--- config.mk ---
export PLATFORM = sky130hd
export DESIGN_NAME = aes_key_sched_ctrl_flat
export DESIGN_NICKNAME = d
export VERILOG_FILES = /design/src/rtl/aes_key_sched_ctrl_pkg.sv /design/src/rtl/aes_key_sched_ctrl_if.sv /design/src/rtl/aes_key_sched_ctrl_key_round_step.sv /design/src/rtl/aes_key_sched_ctrl.sv /design/src/flat_wrapper.sv
export SDC_FILE = /design/constraint.sdc
export NUM_CORES = 1
export LEC_CHECK = 0
export CORE_MARGIN = 3
export CORE_UTILIZATION = 48
export CTS_BUF_LIST = sky130_fd_sc_hd__clkbuf_16
export DETAILED_ROUTE_END_ITERATION = 7
export HOLD_SLACK_MARGIN = 0.06
export PLACE_DENSITY_LB_ADDON = 0.15
export SLEW_MARGIN = 40
export SYNTH_ARGS = -nofsm -noshare
export SYNTH_HDL_FRONTEND = slang
export SYNTH_SLANG_ARGS = --single-unit
--- constraint.sdc ---
create_clock -name clk_i -period 2.99 [get_ports clk_i]
set_clock_uncertainty 0.1 [all_clocks]
set_input_delay 0.897 -clock clk_i [delete_from_list [all_inputs] [get_ports clk_i]]
set_output_delay 0.897 -clock clk_i [all_outputs]
set_load 0.02 [all_outputs]
--- src/rtl/aes_key_sched_ctrl_pkg.sv ---
// aes_key_pkg: shared types, constants and small helpers for the AES-128
// key-schedule controller.
//   state_e    : controller FSM states
//   NUM_ROUNDS : number of round keys after key 0 (AES-128 only)
//   RCON_INIT  : Rcon value used for round 1
//   RCON_POLY  : reduction constant of the AES field polynomial
//   xtime()    : multiply by x in GF(2^8)
//   rot_word() : cyclic left rotation of a word by one byte
package aes_key_pkg;

  typedef enum logic [0:0] {
    IDLE   = 1'b0,
    EXPAND = 1'b1
  } state_e;

  localparam int unsigned NUM_ROUNDS = 10;
  localparam logic [7:0]  RCON_INIT  = 8'h01;
  localparam logic [7:0]  RCON_POLY  = 8'h1b;

  function automatic logic [7:0] xtime(input logic [7:0] x);
    return {x[6:0], 1'b0} ^ (x[7] ? RCON_POLY : 8'h00);
  endfunction

  function automatic logic [31:0] rot_word(input logic [31:0] w);
    return {w[23:0], w[31:24]};
  endfunction

endpackage

--- src/rtl/aes_key_sched_ctrl_if.sv ---
// aes_key_sched_ctrl_if: start/key input, round-key valid/ready output and
// the S-box request/result pair of the key-schedule controller.
//   start_i/key_i        : expansion request and 128-bit cipher key
//   rk_o/rk_round_o      : current round key and its index
//   rk_valid_o/rk_ready_i: round-key handshake
//   sub_word_o/sub_word_i: RotWord(w3) to shared S-box, SubWord result back
//   busy_o/done_o        : expansion in progress / completion pulse
// slave is the controller side, master the environment side.
interface aes_key_sched_ctrl_if;

  logic         start_i;
  logic [127:0] key_i;
  logic [127:0] rk_o;
  logic [3:0]   rk_round_o;
  logic         rk_valid_o;
  logic         rk_ready_i;
  logic [31:0]  sub_word_o;
  logic [31:0]  sub_word_i;
  logic         busy_o;
  logic         done_o;

  modport slave (
    input  start_i, key_i, rk_ready_i, sub_word_i,
    output rk_o, rk_round_o, rk_valid_o, sub_word_o, busy_o, done_o
  );

  modport master (
    output start_i, key_i, rk_ready_i, sub_word_i,
    input  rk_o, rk_round_o, rk_valid_o, sub_word_o, busy_o, done_o
  );

endinterface

--- src/rtl/aes_key_sched_ctrl_key_round_step.sv ---
// key_round_step: one combinational AES-128 key-expansion step.
//   key_i      : current round key {w0,w1,w2,w3}
//   sub_word_i : SubWord(RotWord(w3)) from the shared S-box
//   rcon_i     : round constant for the key being produced
//   key_o      : next round key {n0,n1,n2,n3}
module key_round_step
  import aes_key_pkg::*;
(
  input  logic [127:0] key_i,
  input  logic [31:0]  sub_word_i,
  input  logic [7:0]   rcon_i,
  output logic [127:0] key_o
);

  logic [31:0] t;
  logic [31:0] n0, n1, n2, n3;

  assign t  = sub_word_i ^ {rcon_i, 24'h0};
  // Each new word chains off the one just produced.
  assign n0 = key_i[127:96] ^ t;
  assign n1 = key_i[95:64]  ^ n0;
  assign n2 = key_i[63:32]  ^ n1;
  assign n3 = key_i[31:0]   ^ n2;

  assign key_o = {n0, n1, n2, n3};

endmodule

--- src/rtl/aes_key_sched_ctrl.sv ---
// aes_key_sched_ctrl: iterative AES-128 key-expansion controller.
//   clk_i : clock, rising edge
//   rst_i : synchronous active-high reset
//   bus   : slave side of aes_key_sched_ctrl_if (start/key in, round keys
//           out on valid/ready, S-box request/result, busy/done status)
// Round keys 0..10 are presented one per accepted handshake. The S-box is
// external and combinational; its result feeds the key register directly.
//
// state  | meaning
// IDLE   | waiting for start_i, no round key offered
// EXPAND | round key rk_round_o offered, advancing on each handshake
module aes_key_sched_ctrl
  import aes_key_pkg::*;
(
  input  logic                 clk_i,
  input  logic                 rst_i,
  aes_key_sched_ctrl_if.slave  bus
);

  state_e       state_q, state_d;
  logic [3:0]   round_q, round_d;
  logic [7:0]   rcon_q, rcon_d;
  logic [127:0] key_q, key_d;
  logic         done_q, done_d;
  logic [127:0] next_key;

  key_round_step u_step (
    .key_i      (key_q),
    .sub_word_i (bus.sub_word_i),
    .rcon_i     (rcon_q),
    .key_o      (next_key)
  );

  always_ff @(posedge clk_i) begin
    if (rst_i) begin
      state_q <= IDLE;
      round_q <= 4'd0;
      rcon_q  <= RCON_INIT;
      key_q   <= 128'h0;
      done_q  <= 1'b0;
    end else begin
      state_q <= state_d;
      round_q <= round_d;
      rcon_q  <= rcon_d;
      key_q   <= key_d;
      done_q  <= done_d;
    end
  end

  always_comb begin
    state_d = state_q;
    round_d = round_q;
    rcon_d  = rcon_q;
    key_d   = key_q;
    done_d  = 1'b0;
    case (state_q)
      IDLE: begin
        if (bus.start_i) begin
          key_d   = bus.key_i;
          round_d = 4'd0;
          rcon_d  = RCON_INIT;
          state_d = EXPAND;
        end
      end
      EXPAND: begin
        if (bus.rk_ready_i) begin
          if (round_q == 4'(NUM_ROUNDS)) begin
            state_d = IDLE;
            done_d  = 1'b1;
          end else begin
            key_d   = next_key;
            round_d = round_q + 4'd1;
            rcon_d  = xtime(rcon_q);
          end
        end
      end
      default: state_d = IDLE;
    endcase
  end

  assign bus.rk_o       = key_q;
  assign bus.rk_round_o = round_q;
  assign bus.rk_valid_o = (state_q == EXPAND);
  assign bus.busy_o     = (state_q == EXPAND);
  assign bus.done_o     = done_q;
  assign bus.sub_word_o = rot_word(key_q[31:0]);

endmodule

--- src/flat_wrapper.sv ---
// flat-port wrapper written by rule: the top's interface ports become plain ports
module aes_key_sched_ctrl_flat import aes_key_pkg::*;
  (clk_i, rst_i, bus_start_i, bus_key_i, bus_rk_ready_i, bus_sub_word_i, bus_rk_o, bus_rk_round_o, bus_rk_valid_o, bus_sub_word_o, bus_busy_o, bus_done_o);
  aes_key_sched_ctrl_if bus_i ();
  input  logic clk_i;
  input  logic rst_i;
  input wire logic [$bits(bus_i.start_i)-1:0] bus_start_i;
  input wire logic [$bits(bus_i.key_i)-1:0] bus_key_i;
  input wire logic [$bits(bus_i.rk_ready_i)-1:0] bus_rk_ready_i;
  input wire logic [$bits(bus_i.sub_word_i)-1:0] bus_sub_word_i;
  output wire logic [$bits(bus_i.rk_o)-1:0] bus_rk_o;
  output wire logic [$bits(bus_i.rk_round_o)-1:0] bus_rk_round_o;
  output wire logic [$bits(bus_i.rk_valid_o)-1:0] bus_rk_valid_o;
  output wire logic [$bits(bus_i.sub_word_o)-1:0] bus_sub_word_o;
  output wire logic [$bits(bus_i.busy_o)-1:0] bus_busy_o;
  output wire logic [$bits(bus_i.done_o)-1:0] bus_done_o;
  assign bus_i.start_i = bus_start_i;
  assign bus_i.key_i = bus_key_i;
  assign bus_i.rk_ready_i = bus_rk_ready_i;
  assign bus_i.sub_word_i = bus_sub_word_i;
  assign bus_rk_o = bus_i.rk_o;
  assign bus_rk_round_o = bus_i.rk_round_o;
  assign bus_rk_valid_o = bus_i.rk_valid_o;
  assign bus_sub_word_o = bus_i.sub_word_o;
  assign bus_busy_o = bus_i.busy_o;
  assign bus_done_o = bus_i.done_o;
  aes_key_sched_ctrl u_core (.clk_i(clk_i), .rst_i(rst_i), .bus(bus_i));
endmodule
---- Yosys cells after proc, flatten, opt, wreduce, memory -nomap -nowiden ----
Cells that the tools add are included.
word-level totals
  bits in registers ....................... 142
  input port bits ......................... 164
  output and inout bits ................... 167
  word-level logic and storage cells ...... 38
cells by class
  add/sub/neg operators ................... 1
  equal/unequal tests ..................... 4
  mux-type cells .......................... 18
  bitwise logic cells ..................... 8
  reduce and logical (&&, ||, !) cells .... 2
operators by type and width
  kind                 count
  $mux 128             3
  $pmux 128 s2         1
  $xor 32x32->32       5
  $mux 8               3
  $pmux 8 s2           1
  $mux 4               3
  $pmux 4 s2           1
  $xor 8x8->8          1
  $ne 2x2->1 const B   3
  $mux 5               1
  $add 4x1->4 const B  1
  $eq 4x4->1 const B   1
  $mux 1               4
  $reduce_and 3->1     1
  $reduce_or 3->1      1
  $not 1->1            2
  $pmux 1 s2           1

---- Logic depth before layout (Yosys ltp) ----
Gate-level depths: netlist (run 1).
  depth in word-level cells ............... 8
  mapped depth ............................ 9

---- Cells and area by module ----
From an unflattened synthesis (run 1), not the netlist that was laid out.
second synthesis, totals
  cell total of the unflattened synthesis .. 882
  area total of the unflattened synthesis .. 9997.1 sq um
modules (own cells, without submodules)
  module              times used  cells each  area an instance (sq um)  seq. area each (sq um)
  aes_key_sched_ctrl  1           707         8446.9                    2842.7
  key_round_step      1           175         1550.2                    0.0

---- Worst setup path after synthesis (run 1) ----
OpenSTA, ideal clock, no wires.
  kind .................................... input-to-reg
  start ................................... in bus_start_i
  end ..................................... reg u_core.key_q[91] (netlist: u_core.bus.rk_o[91])
  setup time .............................. 0.128 ns
  data arrival time ....................... 1.971 ns
  data required time ...................... 2.762 ns
  slack ................................... 0.791 ns
  stages .................................. 7
  cells stage by stage .................... nor2b_1 a31oi_1 buf_2 buf_2 a211oi_1 a21oi_1 nor2_1
on the way
  word-level cells in the longest chain between the ends .. 2
RTL lines
  item                        RTL line                  text
  start, declared             flat_wrapper.sv:7         input wire logic [$bits(bus_i.start_i)-1:0] bus_start_i;
  $ne 2x2->1 (no line)        -
  $reduce_and 3->1 (no line)  -
  end signal, assigned        aes_key_sched_ctrl.sv:45  key_q <= key_d;
  end, declared               aes_key_sched_ctrl.sv:23  logic [127:0] key_q, key_d;
No other way between the ends.
A chain may end at the register's enable or synchronous reset.

---- Worst setup path in the final report (run 1) ----
  start ................................... reg u_core.state_q (netlist: u_core.bus.busy_o)
  end ..................................... out bus_busy_o
RTL lines
  item                    RTL line                  text
  start, declared         aes_key_sched_ctrl.sv:20  state_e state_q, state_d;
  start signal, assigned  aes_key_sched_ctrl.sv:42  state_q <= state_d;
  end, declared           flat_wrapper.sv:15        output wire logic [$bits(bus_i.busy_o)-1:0] bus_busy_o;
No word-level cell between the ends.

==> impl_results.md, run 1 <==
- Metal2 WL: 13,800 um
- Detail Route Antenna Nets: 0
- I/O pin count: 331
- Ys flop type: dfxtp_1
- IO Port Bufs: 330
- WL final: 27,900 um
- Fraction of layout cells with a size suffix above 1: 0.0511
- Ratio of final minimum period to clock period: 0.884
- CP Class: flip-flop to output pin
- Max IR drop VDD: 0.000427 V
- Reg2Reg Depth: 6
- First-pass DRT Iterations: 5
- Area of the core: 0.0174 mm^2
- Initial Util: 0.493
- RSZ-0062 raised after global routing: no
- Crit path launch: u_core.bus.busy_o
- Clock buffer count from CTS: 17
- First-pass GRT wire length: 43,600 um
- PwrDens: 550 mW/mm^2
- Final Max Slew Viols: 0
- Worst-Skew Late Latency: 0.42 ns
- Rel. slew slack: 0.576
- Flip-flop and latch count after synthesis: 142
- Worst slack, placed: 0.179 ns
- Reg-to-reg endpoint: u_core.bus.rk_o[11]
- Netlist cell types: 41
- Slowest CP cell: clkdlybuf4s50_1
- Final Hold Viols: 0
- Asr flop ratio synth: 0
- Setup TNS: 0 ns
- Longest Clk Path Bufs: 2
- CP endpoint kind: output pin
- Rows: 48
- Syn Inst Count: 1,062
- Largest delay share family, worst path: buffers and inverters
- Post-route setup slack: 0.348 ns
- All-Layer GR Usage: 0.275
- Crit Reg-Reg Startpoint: u_core.bus.busy_o
- Starting DRT DRC Count: 471
- Largest net degree at the start of global routing: 90
- Critical Path Start Type: flip-flop
- Hold path depth: 2
- Gr ovfl total: 0
- CTS tree: built
- Lkg Pwr: 4.94 nW
- Die Span Y: 140 um
- Post-layout net count: 1,485
- Post-Synthesis Cell Area: 0.00855 mm^2
- Finish-stage setup viols: 0
- Hold WS: 0.399 ns
- Final HPWL DP: 19,600 um
- Final worst path period need: 2.64 ns
- Die width: 140 um
- Post_cts resized: 0
- Hold Buf Count CTS: 0
- Vias in the first global route: 8,136
- Worst Path Arrival: 1.65 ns
- Via count: 8,737
- CP peak stage delay: 0.67 ns
- Remaining DRCs: 0
- Met3 WL: 2220 um
- Area grow syn2layout: 46.9%
- Post-synth EDFFs: 0
- Critical path, cell by cell: clkdlybuf4s50_1
- Worst slew pin tran: 0.636 ns
- Crit Path Max Fanout: 33
- Dpl cells: 1,525
- Status: finished clean
- Mean Syn Cell Area: 8.06 um^2
- Non-Filler Instances: 1,556
- Critical Path End: bus_busy_o
- Total stage count of the critical path: 1
- Max_cap viols: 0
- M1 WL: 11,300 um
- Synth warn: 0
- F_max: 379 MHz
- Post-CTS Setup Repair Bufs: 0
- CTS Root Cell: clkbuf_16
- Wire length per cell after detailed routing: 17.9 um
- Total Power: 6.91 mW
- R2r setup slk: 0.72 ns
- Worst-path clk slew: 0.06 ns
- Die footprint: 0.0195 mm^2
- CTS H-Tree Depth: 4
- Initial antenna violation count: 1
- Vias/cell: 5.62
- Seq/Total Area, Yosys: 0.332
- Mapped Nets: 1,228
- Worst Path Required: 1.99 ns
- Highest routed layer: met5
- # clock sinks: 142
- Antenna cells: 0
- Min-Delay Path Class: flip-flop to flip-flop
- Worst path buffer plus inverter count: 1
- GPL Wtd Cong: 0.889
-- cells in the mapped netlist, drive strengths merged, types with 33 or more instances --
cell type / n / share of area
xor2: 39 / 0.041
o21ai: 55 / 0.032
clkbuf: 59 / 0.026
a21oi: 119 / 0.070
nand2b: 37 / 0.027
nor3: 61 / 0.036
nor2b: 74 / 0.054
dfxtp: 142 / 0.33
buf: 55 / 0.042
nor2: 40 / 0.018
nand2: 125 / 0.055
inv: 33 / 0.014
o22ai: 64 / 0.047
-- area by class of cell --
cell class	instances	area, um^2
multi-input cells	773	5050
fillers	1373	4790
repair buffers	352	3590
flip-flops and latches	142	2850
clock buffers	17	425
well taps	225	282
clock inverters	14	246
inverters	33	124
-- registers in the layout, summed over array words and instances (netlist names) --
register,count
u_core.bus.busy_o,1
u_core.bus.done_o,1
u_core.bus.rk_o,128
u_core.bus.rk_round_o,4
u_core.rcon_q,8
-- logic make-up after synthesis --
family / share of synthesized area
XOR/XNOR: 0.132
AND/OR/NAND/NOR: 0.208
flip-flops: 0.332
buffers and inverters: 0.0825
AO/OA/AOI/OAI: 0.230
multiplexers: 0.0113
adder cells (fa/ha/maj): 0.00292
-- power by group --
group          switching [mW]  internal (mW)
logic                    1.07           1.10
registers               0.203           2.07
clock network           0.830           1.63
total                    2.11           4.80
-- placed cells by master, fill, tap and decap left out, types with 5 or more instances in the layout --
cell type / count
a21oi_1: 119
a22oi_1: 12
a311oi_1: 7
and2_1: 5
buf_12: 10
buf_4: 13
bufinv_16: 7
clkbuf_16: 17
clkdlybuf4s50_1: 329
dfxtp_1: 141
inv_1: 34
mux2_2: 5
nand2_1: 125
nand2b_1: 36
nand3_1: 5
nor2_1: 40
nor2b_1: 73
nor3_1: 61
o211ai_1: 23
o21a_1: 9
o21ai_0: 55
o22ai_1: 64
o311a_1: 22
xnor2_1: 9
xnor3_1: 27
xor2_1: 38
-- routing by layer --
| layer | GRT usage | vias to the layer above |
|---|---|---|
| met4 | 0.0824 | 2 |
| met3 | 0.0674 | 41 |
| li1 | - | 4225 |
| met2 | 0.469 | 364 |
| met5 | 0 | - |
| met1 | 0.345 | 4105 |
-- through the flow --
stage	utilization	cell area, um^2
CTS	0.724	12600
finish	0.724	12600
detailed placement	0.685	11900
global placement	0.685	11900
floorplan	-	8550
global route	0.724	12600
-- worst min path at each step --
stage / end / slack (ns) / start
after floorplan: u_core.rcon_q[4] / 0.37 / u_core.rcon_q[4]
after global placement: u_core.bus.rk_o[38] / 0.38 / u_core.bus.rk_o[38]
after detailed placement: u_core.bus.rk_o[38] / 0.39 / u_core.bus.rk_o[38]
final: u_core.bus.rk_o[36] / 0.40 / u_core.bus.rk_o[36]
after global routing: u_core.bus.rk_o[41] / 0.42 / u_core.bus.rk_o[41]
after CTS: u_core.bus.rk_o[38] / 0.40 / u_core.bus.rk_o[38]
Power figures use the tool's default switching activity.
==> inputs of run 2 (changes only) <==
Settings changed: REMOVE_ABC_BUFFERS set to 1.
==> run 2 against run 1 <==
Net effect:
- clock power down 17%
- critical path depth unchanged
- final cell count up 0.13%
- core utilization down 0.79 points
- hold slack worse by 0.0027 ns
- routed wire length down 2.1%
- maximum frequency down 0.21%
- flip-flop and latch count unchanged
- die area unchanged
- total power down 6.3%
- final area down 1.1%
- critical endpoint unchanged
- largest cell class unchanged
==> impl_results.md, run 2 (synthesis gave the netlist of run 1 again) <==
- Min-Delay Path Class: flip-flop to flip-flop
- Die footprint: 0.0195 mm^2 (unchanged)
- Reg2Reg Depth: 6 (unchanged)
- CP endpoint kind: output pin
- Status: finished clean
- Seq pwr share: 0.350 (+0.022)
- Crit Reg-Reg Startpoint: u_core.bus.busy_o
- Post-layout net count: 1,485 (unchanged)
- CP Class: flip-flop to output pin
- Reg-to-reg endpoint: u_core.bus.rk_o[18]
- R2r setup slk: 0.78 ns (+0.06 ns)
- Clock power share: 0.316 (-0.040)
- Final Max Slew Viols: 0 (unchanged)
- Net Sw Power: 2.10 mW (-0.42%)
- IO Port Bufs: 330 (unchanged)
- Hold Crit Start: u_core.bus.rk_o[34]
- Worst-path clk slew: 0.06 ns (about the same)
- First-pass DRT Iterations: 5 (unchanged)
- Finish-stage setup viols: 0 (unchanged)
- Most frequent cells in the layout: clkdlybuf4s50_1 (329), dfxtp_1 (141), nand2_1 (125)
- Hold path depth: 2 (unchanged)
- Remaining DRCs: 0 (unchanged)
- F_max: 378 MHz (-0.21%)
- Hold Buf Count CTS: 0 (unchanged)
- Slowest CP cell: clkdlybuf4s50_1
- Max_cap viols: 0 (unchanged)
- Wire length per cell after detailed routing: 17.5 um (-2.2%)
- CTS Root Cell: clkbuf_16
- Total Power: 6.47 mW (-6.3%)
- Gr ovfl total: 0 (unchanged)
- Vias/cell: 5.55 (-1.1%)
- Final Hold Viols: 0 (unchanged)
- All-Layer GR Usage: 0.273 (-0.00207)
- Fraction of layout cells with a size suffix above 1: 0.0503 (-0.000789)
- # clock sinks: 142 (unchanged)
- Critical path, cell by cell: clkdlybuf4s50_1
- GPL Wtd Cong: 0.809 (-9.0%)
- Most common cell after layout, fill and taps aside: clkdlybuf4s50_1
- Int Power: 4.38 mW (-8.9%)
- Largest register FFs: 128 (unchanged)
- Worst slew pin tran: 0.669 ns (+0.0325 ns)
- Longest Clk Path Bufs: 2 (unchanged)
- Fillers: 1,400 (+2.0%)
- Critical Path Start Type: flip-flop
- Crit Path Max Fanout: 27 (-18%)
- WL final: 27,300 um (-2.1%)
- Initial Util: 0.493 (unchanged)
- Rel. slew slack: 0.554 (-0.0217)
- Detail Route Antenna Nets: 0 (unchanged)
- Ratio of final minimum period to clock period: 0.886 (+0.00190)
- Comb pwr share: 0.334 (+0.019)
- Final worst path period need: 2.65 ns (+0.00567 ns)
- Sw Ratio: 0.324 (+0.0193)
- First-pass GRT wire length: 43,600 um (-0.11%)
- CTS tree: built
- Initial antenna violation count: 1 (unchanged)
- Max IR drop VDD: 0.000427 V (+0.13%)
- Worst-Skew Late Latency: 0.42 ns (about the same)
- Largest net degree at the start of global routing: 133 (+48%)
- Starting DRT DRC Count: 511 (+8.5%)
- CP peak stage delay: 0.67 ns (about the same)
- Rows: 48 (unchanged)
- Final HPWL DP: 18,900 um (-3.1%)
- Crit path launch: u_core.bus.busy_o
- Area of the core: 0.0174 mm^2 (unchanged)
- I/O pin count: 331 (unchanged)
- Hold WS: 0.397 ns (-0.00271 ns)
- CTS H-Tree Depth: 4 (unchanged)
- Worst path buffer plus inverter count: 1 (unchanged)
- Via count: 8,648 (-1.0%)
- PwrDens: 521 mW/mm^2 (-5.3%)
- Die width: 140 um (unchanged)
- Largest delay share family, worst path: buffers and inverters
- Worst Path Required: 1.99 ns (about the same)
- Area grow syn2layout: 45.3%
- RSZ-0062 raised after global routing: no
- Worst Path Arrival: 1.65 ns (about the same)
- Die Span Y: 140 um (unchanged)
- Vias in the first global route: 8,312 (+2.2%)
- Clock buffer count from CTS: 17 (unchanged)
- Lkg Pwr: 4.89 nW (-1.1%)
- Hold endpoint: u_core.bus.rk_o[34]
- Post-CTS Setup Repair Bufs: 0 (unchanged)
- Post_cts resized: 0 (unchanged)
-- run 2: changes by cell type in the layout (fill, tap and decap cells not counted), sizes merged --
cell / change
bufinv: -5
inv: +2
diode: +1
clkinv: +4
-- run 2: per-stage QoR --
| step | setup TNS (ns) | util | std cells | setup slack [ns] | cell area (um^2) |
|---|---|---|---|---|---|
| global route | 0 | 0.716 | 1558 | 0.265 | 12400 |
| floorplan | -922.20 | - | 948 | -8.26 | 7970 |
| detailed placement | 0 | 0.684 | 1525 | 0.150 | 11900 |
| finish | 0 | 0.716 | 1558 | 0.342 | 12400 |
| CTS | 0 | 0.716 | 1557 | 0.313 | 12400 |
| global placement | 0 | 0.684 | 1525 | 0.267 | 11900 |
-- run 2: power by group through the flow --
stage               clock network (mW)  logic [mW]  registers (mW)
floorplan                            0       0.935            2.57
global placement                     0        2.12            2.30
detailed placement                   0        2.15            2.30
CTS                               2.07        2.17            2.26
global route                      2.15        2.34            2.30
finish                            2.04        2.16            2.27
-- run 2: worst register-to-register path, delay by kind of cell, from the launching register on --
kind                   cells  cell delay, ns
flip-flops                 1            0.55
AO/OA/AOI/OAI              2            0.32
buffers and inverters      1            0.35
AND/OR/NAND/NOR            2            0.48
multiplexers               1            0.33
-- run 2: routing by layer --
metal  wire [um]  vias up  global-route usage
met5           0        -                   0
met4         398        0              0.0716
met3        2210       25              0.0708
met2       13500      320               0.458
met1       11200     4065               0.352
li1            -     4238                   -
-- run 2: cell type report --
cell class	count	area, um^2	area share
clock buffer	17	425	0.0342
multi-input combinational	773	5050	0.406
tap	225	282	0.0226
antenna	1	2.50	0.000201
sequential	142	2850	0.229
timing repair buffer	352	3570	0.287
clock inverter	15	131	0.0106
inverter	33	124	0.00997
-- run 2: worst max path at each step --
stage                     endpoint  slack (ns)  depth (start not counted)
6_report                bus_busy_o        0.34                          1
3_5_place_dp   u_core.bus.rk_o[31]        0.15                          6
3_3_place_gp   u_core.bus.rk_o[18]        0.27                          6
2_1_floorplan  u_core.bus.rk_o[31]       -8.26                          4
4_1_cts                 bus_busy_o        0.31                          1
5_1_grt                 bus_busy_o        0.27                          1
